## src/rtl/lfsr_decoder_param_if.sv

```systemverilog
// Bus between the LFSR decoder and its environment: byte memory read/write
// ports plus start request and run status.
interface lfsr_decoder_param_if #(
    parameter int AW = 8
);
    logic          start;
    logic [AW-1:0] raddr;
    logic [7:0]    rdata;
    logic          wr_en;
    logic [AW-1:0] waddr;
    logic [7:0]    wdata;
    logic          busy;
    logic          done;
    logic          err;
    logic [2:0]    pat_idx;
    logic [AW:0]   wr_count;

    modport master (
        output start, rdata,
        input  raddr, wr_en, waddr, wdata, busy, done, err, pat_idx, wr_count
    );

    modport slave (
        input  start, rdata,
        output raddr, wr_en, waddr, wdata, busy, done, err, pat_idx, wr_count
    );
endinterface

```

## src/rtl/lfsr_decoder_param.sv

```systemverilog
// Stream decoder: recovers the LFSR tap set and seed from a known preamble,
// then XOR-decrypts the rest of the message and writes it with leading preamble stripped.
module lfsr_decoder_param #(
    parameter int                W         = 6,
    parameter int                NPAT      = 6,
    parameter logic [NPAT*W-1:0] TAPS      = {6'h39, 6'h36, 6'h33, 6'h30, 6'h2D, 6'h21},
    parameter int                AW        = 8,
    parameter int                RD_BASE   = 64,
    parameter int                WR_BASE   = 0,
    parameter int                MSG_LEN   = 64,
    parameter int                TRAIN_LEN = 7,
    parameter logic [7:0]        PRE_CHAR  = 8'h5F
) (
    input  logic                 clk,
    input  logic                 init,
    lfsr_decoder_param_if.slave  bus
);
    localparam int             AW1        = AW + 1;
    localparam logic [AW-1:0]  RD_BASE_A  = AW'(RD_BASE);
    localparam logic [AW-1:0]  WR_BASE_A  = AW'(WR_BASE);
    localparam logic [AW-1:0]  ONE_A      = AW'(1);
    localparam logic [AW:0]    ONE_C      = AW1'(1);
    localparam logic [AW:0]    TRAIN_LAST = AW1'(TRAIN_LEN - 1);
    localparam logic [AW:0]    MSG_LAST   = AW1'(MSG_LEN - 1);
    localparam logic [W-1:0]   PRE_W      = PRE_CHAR[W-1:0];

    typedef enum logic [2:0] {IDLE, SEED, TRAIN, DECODE, FIN} state_t;

    function automatic logic [W-1:0] lfsr_step(input logic [W-1:0] s, input logic [W-1:0] t);
        return {s[W-2:0], ^(s & t)};
    endfunction

    state_t          state_q;
    logic [AW:0]     k_q;
    logic [AW-1:0]   raddr_q;
    logic            strip_q;
    logic            busy_q;
    logic            done_q;
    logic            err_q;
    logic [2:0]      pat_q;
    logic [AW:0]     wr_cnt_q;
    logic [W-1:0]    lfsr_q [NPAT];
    logic [NPAT-1:0] mask_q;

    logic [W-1:0]    stepped [NPAT];
    logic [NPAT-1:0] mask_d;
    logic [W-1:0]    target;
    logic [2:0]      first_d;
    logic [W-1:0]    ks;
    logic [7:0]      pt;
    logic            wr_fire;

    always_comb begin
        target  = bus.rdata[W-1:0] ^ PRE_W;
        first_d = '0;
        ks      = '0;
        for (int p = 0; p < NPAT; p++) begin
            stepped[p] = lfsr_step(lfsr_q[p], TAPS[p*W +: W]);
            mask_d[p]  = mask_q[p] & (stepped[p] == target);
        end
        // Descending scan so the lowest surviving index wins.
        for (int p = NPAT - 1; p >= 0; p--) begin
            if (mask_d[p]) first_d = 3'(p);
        end
        for (int p = 0; p < NPAT; p++) begin
            if (pat_q == 3'(p)) ks = stepped[p];
        end
        pt      = bus.rdata ^ 8'(ks);
        wr_fire = (state_q == DECODE) && !init && !(strip_q && (pt == PRE_CHAR));
    end

    assign bus.raddr    = raddr_q;
    assign bus.wr_en    = wr_fire;
    assign bus.waddr    = WR_BASE_A + wr_cnt_q[AW-1:0];
    assign bus.wdata    = pt;
    assign bus.busy     = busy_q;
    assign bus.done     = done_q;
    assign bus.err      = err_q;
    assign bus.pat_idx  = pat_q;
    assign bus.wr_count = wr_cnt_q;

    always_ff @(posedge clk) begin
        if (init) begin
            state_q  <= IDLE;
            k_q      <= '0;
            raddr_q  <= RD_BASE_A;
            strip_q  <= 1'b0;
            busy_q   <= 1'b0;
            done_q   <= 1'b0;
            err_q    <= 1'b0;
            pat_q    <= '0;
            wr_cnt_q <= '0;
        end else begin
            case (state_q)
                IDLE, FIN: begin
                    if (bus.start) begin
                        state_q  <= SEED;
                        k_q      <= '0;
                        raddr_q  <= RD_BASE_A + ONE_A;
                        busy_q   <= 1'b1;
                        done_q   <= 1'b0;
                        err_q    <= 1'b0;
                        pat_q    <= '0;
                        wr_cnt_q <= '0;
                    end
                end
                SEED: begin
                    state_q <= TRAIN;
                    k_q     <= ONE_C;
                    raddr_q <= raddr_q + ONE_A;
                    strip_q <= 1'b1;
                end
                TRAIN: begin
                    k_q     <= k_q + ONE_C;
                    raddr_q <= raddr_q + ONE_A;
                    if (k_q == TRAIN_LAST) begin
                        if (mask_d == '0) begin
                            state_q <= FIN;
                            raddr_q <= RD_BASE_A;
                            busy_q  <= 1'b0;
                            done_q  <= 1'b1;
                            err_q   <= 1'b1;
                        end else begin
                            state_q <= DECODE;
                            pat_q   <= first_d;
                        end
                    end
                end
                DECODE: begin
                    k_q     <= k_q + ONE_C;
                    raddr_q <= raddr_q + ONE_A;
                    if (wr_fire) wr_cnt_q <= wr_cnt_q + ONE_C;
                    if (pt != PRE_CHAR) strip_q <= 1'b0;
                    if (k_q == MSG_LAST) begin
                        state_q <= FIN;
                        raddr_q <= RD_BASE_A;
                        busy_q  <= 1'b0;
                        done_q  <= 1'b1;
                    end
                end
                default: state_q <= IDLE;
            endcase
        end
    end

    // Candidate LFSRs and survivor mask are pure datapath; they are always
    // reloaded in SEED before being used, so they carry no reset.
    always_ff @(posedge clk) begin
        if (state_q == SEED) begin
            for (int p = 0; p < NPAT; p++) lfsr_q[p] <= target;
            mask_q <= '1;
        end else if (state_q == TRAIN) begin
            lfsr_q <= stepped;
            mask_q <= mask_d;
        end else if (state_q == DECODE) begin
            lfsr_q <= stepped;
        end
    end
endmodule

```

## src/flat_wrapper.sv

```systemverilog
// flat-port wrapper written by rule: the top's interface ports become plain ports
module lfsr_decoder_param_flat 
#(
    parameter int                W         = 6,
    parameter int                NPAT      = 6,
    parameter logic [NPAT*W-1:0] TAPS      = {6'h39, 6'h36, 6'h33, 6'h30, 6'h2D, 6'h21},
    parameter int                AW        = 8,
    parameter int                RD_BASE   = 64,
    parameter int                WR_BASE   = 0,
    parameter int                MSG_LEN   = 64,
    parameter int                TRAIN_LEN = 7,
    parameter logic [7:0]        PRE_CHAR  = 8'h5F
)
  (clk, init, bus_start, bus_rdata, bus_raddr, bus_wr_en, bus_waddr, bus_wdata, bus_busy, bus_done, bus_err, bus_pat_idx, bus_wr_count);
  lfsr_decoder_param_if #(.AW(AW)) bus_i ();
  input  logic clk;
  input  logic init;
  input wire logic [$bits(bus_i.start)-1:0] bus_start;
  input wire logic [$bits(bus_i.rdata)-1:0] bus_rdata;
  output wire logic [$bits(bus_i.raddr)-1:0] bus_raddr;
  output wire logic [$bits(bus_i.wr_en)-1:0] bus_wr_en;
  output wire logic [$bits(bus_i.waddr)-1:0] bus_waddr;
  output wire logic [$bits(bus_i.wdata)-1:0] bus_wdata;
  output wire logic [$bits(bus_i.busy)-1:0] bus_busy;
  output wire logic [$bits(bus_i.done)-1:0] bus_done;
  output wire logic [$bits(bus_i.err)-1:0] bus_err;
  output wire logic [$bits(bus_i.pat_idx)-1:0] bus_pat_idx;
  output wire logic [$bits(bus_i.wr_count)-1:0] bus_wr_count;
  assign bus_i.start = bus_start;
  assign bus_i.rdata = bus_rdata;
  assign bus_raddr = bus_i.raddr;
  assign bus_wr_en = bus_i.wr_en;
  assign bus_waddr = bus_i.waddr;
  assign bus_wdata = bus_i.wdata;
  assign bus_busy = bus_i.busy;
  assign bus_done = bus_i.done;
  assign bus_err = bus_i.err;
  assign bus_pat_idx = bus_i.pat_idx;
  assign bus_wr_count = bus_i.wr_count;
  lfsr_decoder_param #(.W(W), .NPAT(NPAT), .TAPS(TAPS), .AW(AW), .RD_BASE(RD_BASE), .WR_BASE(WR_BASE), .MSG_LEN(MSG_LEN), .TRAIN_LEN(TRAIN_LEN), .PRE_CHAR(PRE_CHAR)) u_core (.clk(clk), .init(init), .bus(bus_i));
endmodule
```

## config.mk

```make
export PLATFORM = sky130hd
export DESIGN_NAME = lfsr_decoder_param_flat
export DESIGN_NICKNAME = d
export VERILOG_FILES = /design/src/rtl/lfsr_decoder_param_if.sv /design/src/rtl/lfsr_decoder_param.sv /design/src/flat_wrapper.sv
export SDC_FILE = /design/constraint.sdc
export NUM_CORES = 1
export LEC_CHECK = 0
export ABC_AREA = 1
export BUFFER_PORTS_ARGS = -buffer_cell sky130_fd_sc_hd__buf_2
export CORE_UTILIZATION = 59
export CTS_BUF_LIST = sky130_fd_sc_hd__clkbuf_16
export DETAILED_ROUTE_END_ITERATION = 10
export PLACE_DENSITY = 0.8
export SETUP_SLACK_MARGIN = 0.05
export SLEW_MARGIN = 30
export SYNTH_ARGS = -nofsm -noshare
export SYNTH_HDL_FRONTEND = slang
export SYNTH_SLANG_ARGS = --single-unit
```

## constraint.sdc

```tcl
create_clock -name clk -period 9.8 [get_ports clk]
set_input_delay 0.98 -clock clk [delete_from_list [all_inputs] [get_ports clk]]
set_output_delay 0.98 -clock clk [all_outputs]
set_load 0.005 [all_outputs]
```

==> flow_metrics.env <==
export IMPL_maxCapViolCount=0
export IMPL_post_synth_top_area_fraction_pct=23.0
export IMPL_timing_critical_path_mode_cell="nand2_1"
export IMPL_cp_arrival_ps=2400
export IMPL_swShare_pct=43.8
export IMPL_final_nets=699
export IMPL_synthMuxAreaShare_pct=0
export IMPL_startpoint_type="flop"
export IMPL_seq_area_frac_synth_pct=41.0
export IMPL_hold_class="flop to flop"
export IMPL_yosys_area_share_adder_pct=1.07
export IMPL_setup_viol=0
export IMPL_fp_coreArea_sq_um=7730
export IMPL_worst_path_buf_inv=3
export IMPL_drc_errors=0
export IMPL_antenna_cells=0
export IMPL_hpwl_mm=9.14
export IMPL_grt_pass1_vias=3922
export IMPL_initial_core_util_pct=60.7
export IMPL_htree_levels=3
export IMPL_finClkSkew_ps=10.3
export IMPL_wl_per_cell_um=15.8
export IMPL_setup_tns_ps=0
export IMPL_grt_max_degree=42
export IMPL_power_density_nw_per_um2=323
export IMPL_cp_max_fo=11
export IMPL_clock_sinks=78
export IMPL_cts_root_buffer="clkbuf_16"
export IMPL_rows=32
export IMPL_leakagePower_nw=2.40
export IMPL_crit_family="simple AND/OR/NAND/NOR gates"
export IMPL_intPower_uw=951
export IMPL_crit_slowest_cell="dfxtp_1"
export IMPL_async_flop_share_pct=0
export IMPL_portBuffers=50
export IMPL_slew_violations=0
export IMPL_vias_per_cell=5.49
export IMPL_p_clk_share_pct=19.0
export IMPL_synth_edf_count=36
export IMPL_p_comb_share_pct=43.2
export IMPL_layout_drive_gt1_share_pct=13.1
export IMPL_synth_area_top_cells="edfxtp_1 23%, dfxtp_1 18%, nand2_1 14%"
export IMPL_ys_types=39
export IMPL_clk_pin_slew_worst_paths_ps=60
export IMPL_antenna_found_initial=0
export IMPL_ys_ff_latch=78
export IMPL_crit_path_end_kind="primary output"
export IMPL_gp_congestion=0.898
export IMPL_die_w_um=91.2
export IMPL_drt_wl_total_mm=12.5
export IMPL_syn_area_sq_um=4690
export IMPL_synth_xor_area_share_pct=5.23
export IMPL_synth_nets=664
export IMPL_slew_headroom_pct=55.6
export IMPL_critical_path_class="flop to primary output"
export IMPL_power_switching_uw=740
export IMPL_p_seq_share_pct=37.9
export IMPL_area_delta_synth_final_pct=11.5
export IMPL_vias=4334
export IMPL_num_io_pins=51
export IMPL_dr_pass1_iters=5
export IMPL_die_y_um=91.2
export IMPL_vdd_drop_max_mv=0.216
export IMPL_worst_pin_slew_ps=663
export IMPL_hold_buffers=0
export IMPL_clock_latency_ps=340
export IMPL_synth_top_family_by_area="simple AND/OR/NAND/NOR gates"
export IMPL_post_cts_buffers=0
export IMPL_hold_violations=0
export IMPL_drt_iter0_drc=298
export IMPL_grt_pass1_wl_mm=20.3
export IMPL_ctsResizeCount=0
export IMPL_design_area_sq_um=5230
export IMPL_synth_compound_area_share_pct=12.7
export IMPL_max_freq_mhz=296
export IMPL_path_cells="inv_4 -> nand2_2 -> nor2_2 -> a21oi_1 -> nand2_1 -> nand2_1 -> nand2_1 -> nor2_2 -> nand2_2 -> nor2_4 -> nand2_4 -> nand2_8 -> inv_1 -> buf_2"
export IMPL_layout_min_cycle_time_ps=3380
export IMPL_gr_total_overflow=0
export IMPL_yosys_area_share_simple_pct=29.5
export IMPL_max_stage_delay_ps=620
export IMPL_die_area_sq_um=8310
export IMPL_cp_data_required_time_ps=8820
export IMPL_finalCritPeriodShare_pct=34.5
export IMPL_placed_area_sq_um=4950
export IMPL_outcome="finished, final reports clean"
export IMPL_track_usage_pct=31.6
export IMPL_synth_cells=649
export IMPL_synth_ff_type="dfxtp_1"
export IMPL_rsz0062_at_grt="false"
export IMPL_cts_buffers=9
export IMPL_ant_nets=0
export IMPL_synth_avg_cell_area_sq_um=7.23
export IMPL_synth_area_leader_cell="edfxtp_1"
export IMPL_cts_tree="done"
export IMPL_clockBufferDepth=2
export IMPL_yosysWarnings=0
## sequential cells by signal, indices dropped and copies added (netlist names), 3 cells and up
name                 cells
u_core.state_q           3
u_core.bus.raddr         8
u_core.mask_q            6
u_core.k_q               9
u_core.bus.wr_count      9
u_core.lfsr_q           36
u_core.bus.pat_idx       3
## Yosys cell counts (3+ instances only)
master      n
nand2_1   179
inv_1      80
nor2_1     53
o21ai_0    51
dfxtp_1    42
a21oi_1    38
edfxtp_1   36
nand3_1    29
xnor2_1    17
nor3_1     12
buf_4      11
xor2_1     11
nand4_1    10
clkbuf_1    8
o22ai_1     7
a22oi_1     6
buf_2       6
nand3b_1    6
nand2_2     5
o21ai_1     5
ha_1        4
nor2_2      4
inv_2       3
nor2_4      3
## final timing paths
check                                           start                     end  slack, ps  depth (start not counted)
worst min-delay path                  u_core.bus.done         u_core.bus.done        470                          2
worst max register to register  u_core.bus.pat_idx[1]  u_core.bus.wr_count[4]       7500                         15
worst min register to register        u_core.bus.done         u_core.bus.done        470                          2
worst max-delay path            u_core.bus.pat_idx[1]               bus_wr_en       6420                         14
## layer usage
layer / GRT usage (%) / part of all wire [%]
met1: 44.7 / 46
met2: 49.4 / 46
met3: 4.77 / 5.8
met4: 10.7 / 1.9
met5: 0 / 0
## power groups by stage
stage | logic [mW] | registers [mW] | clock network [mW]
2_1_floorplan | 0.531 | 0.590 | 0
4_1_cts | 0.724 | 0.636 | 0.322
3_3_place_gp | 0.691 | 0.640 | 0
6_report | 0.730 | 0.640 | 0.321
5_1_grt | 0.824 | 0.653 | 0.334
3_5_place_dp | 0.716 | 0.641 | 0
## worst min-delay path, delay by kind of cell, from the launching register on
| family | cells | cell delay, ps |
|---|---|---|
| flip-flops | 1 | 310 |
| AO/OA/AOI/OAI | 1 | 60 |
| AND/OR/NAND/NOR | 1 | 60 |
## layout by cell type, fill, tap and decap left out, drive strengths merged, types with 11 or more instances in the layout
cell type	instances
a21oi	38
edfxtp	36
inv	86
nand2	187
buf	52
xor2	11
nand3	31
dfxtp	42
nor2	60
xnor2	17
o21ai	56
nor3	12
## cell families after synthesis
kind of cell               after synthesis
xor gates and xnor gates                28
buffers and inverters                  114
AOI/OAI and AO/OA                      112
DFF                                     78
adders and majority gates                4
and+or+nand+nor                        313
## metrics by stage
| step | util (%) | total power, mW | setup WS [ps] | cells | hold slack [ps] |
|---|---|---|---|---|---|
| 6_report | 67.7 | 1.69 | 6420 | 790 | 474 |
| 2_1_floorplan | - | 1.12 | 6450 | 649 | 435 |
| 4_1_cts | 67.7 | 1.68 | 6430 | 790 | 480 |
| 3_5_place_dp | 64.0 | 1.36 | 6720 | 775 | 470 |
| 3_3_place_gp | 63.7 | 1.33 | 6730 | 774 | 456 |
| 5_1_grt | 67.7 | 1.81 | 6180 | 790 | 499 |
## area by class of cell
type | count | area, sq um
fill | 699 | 2500
multi-input combinational | 457 | 2290
sequential | 78 | 1920
inverter | 86 | 325
timing repair buffer | 52 | 285
clock buffer | 10 | 250
tap | 102 | 128
clock inverter | 5 | 33.8
Note: power is estimated with default switching activity, not from simulation.
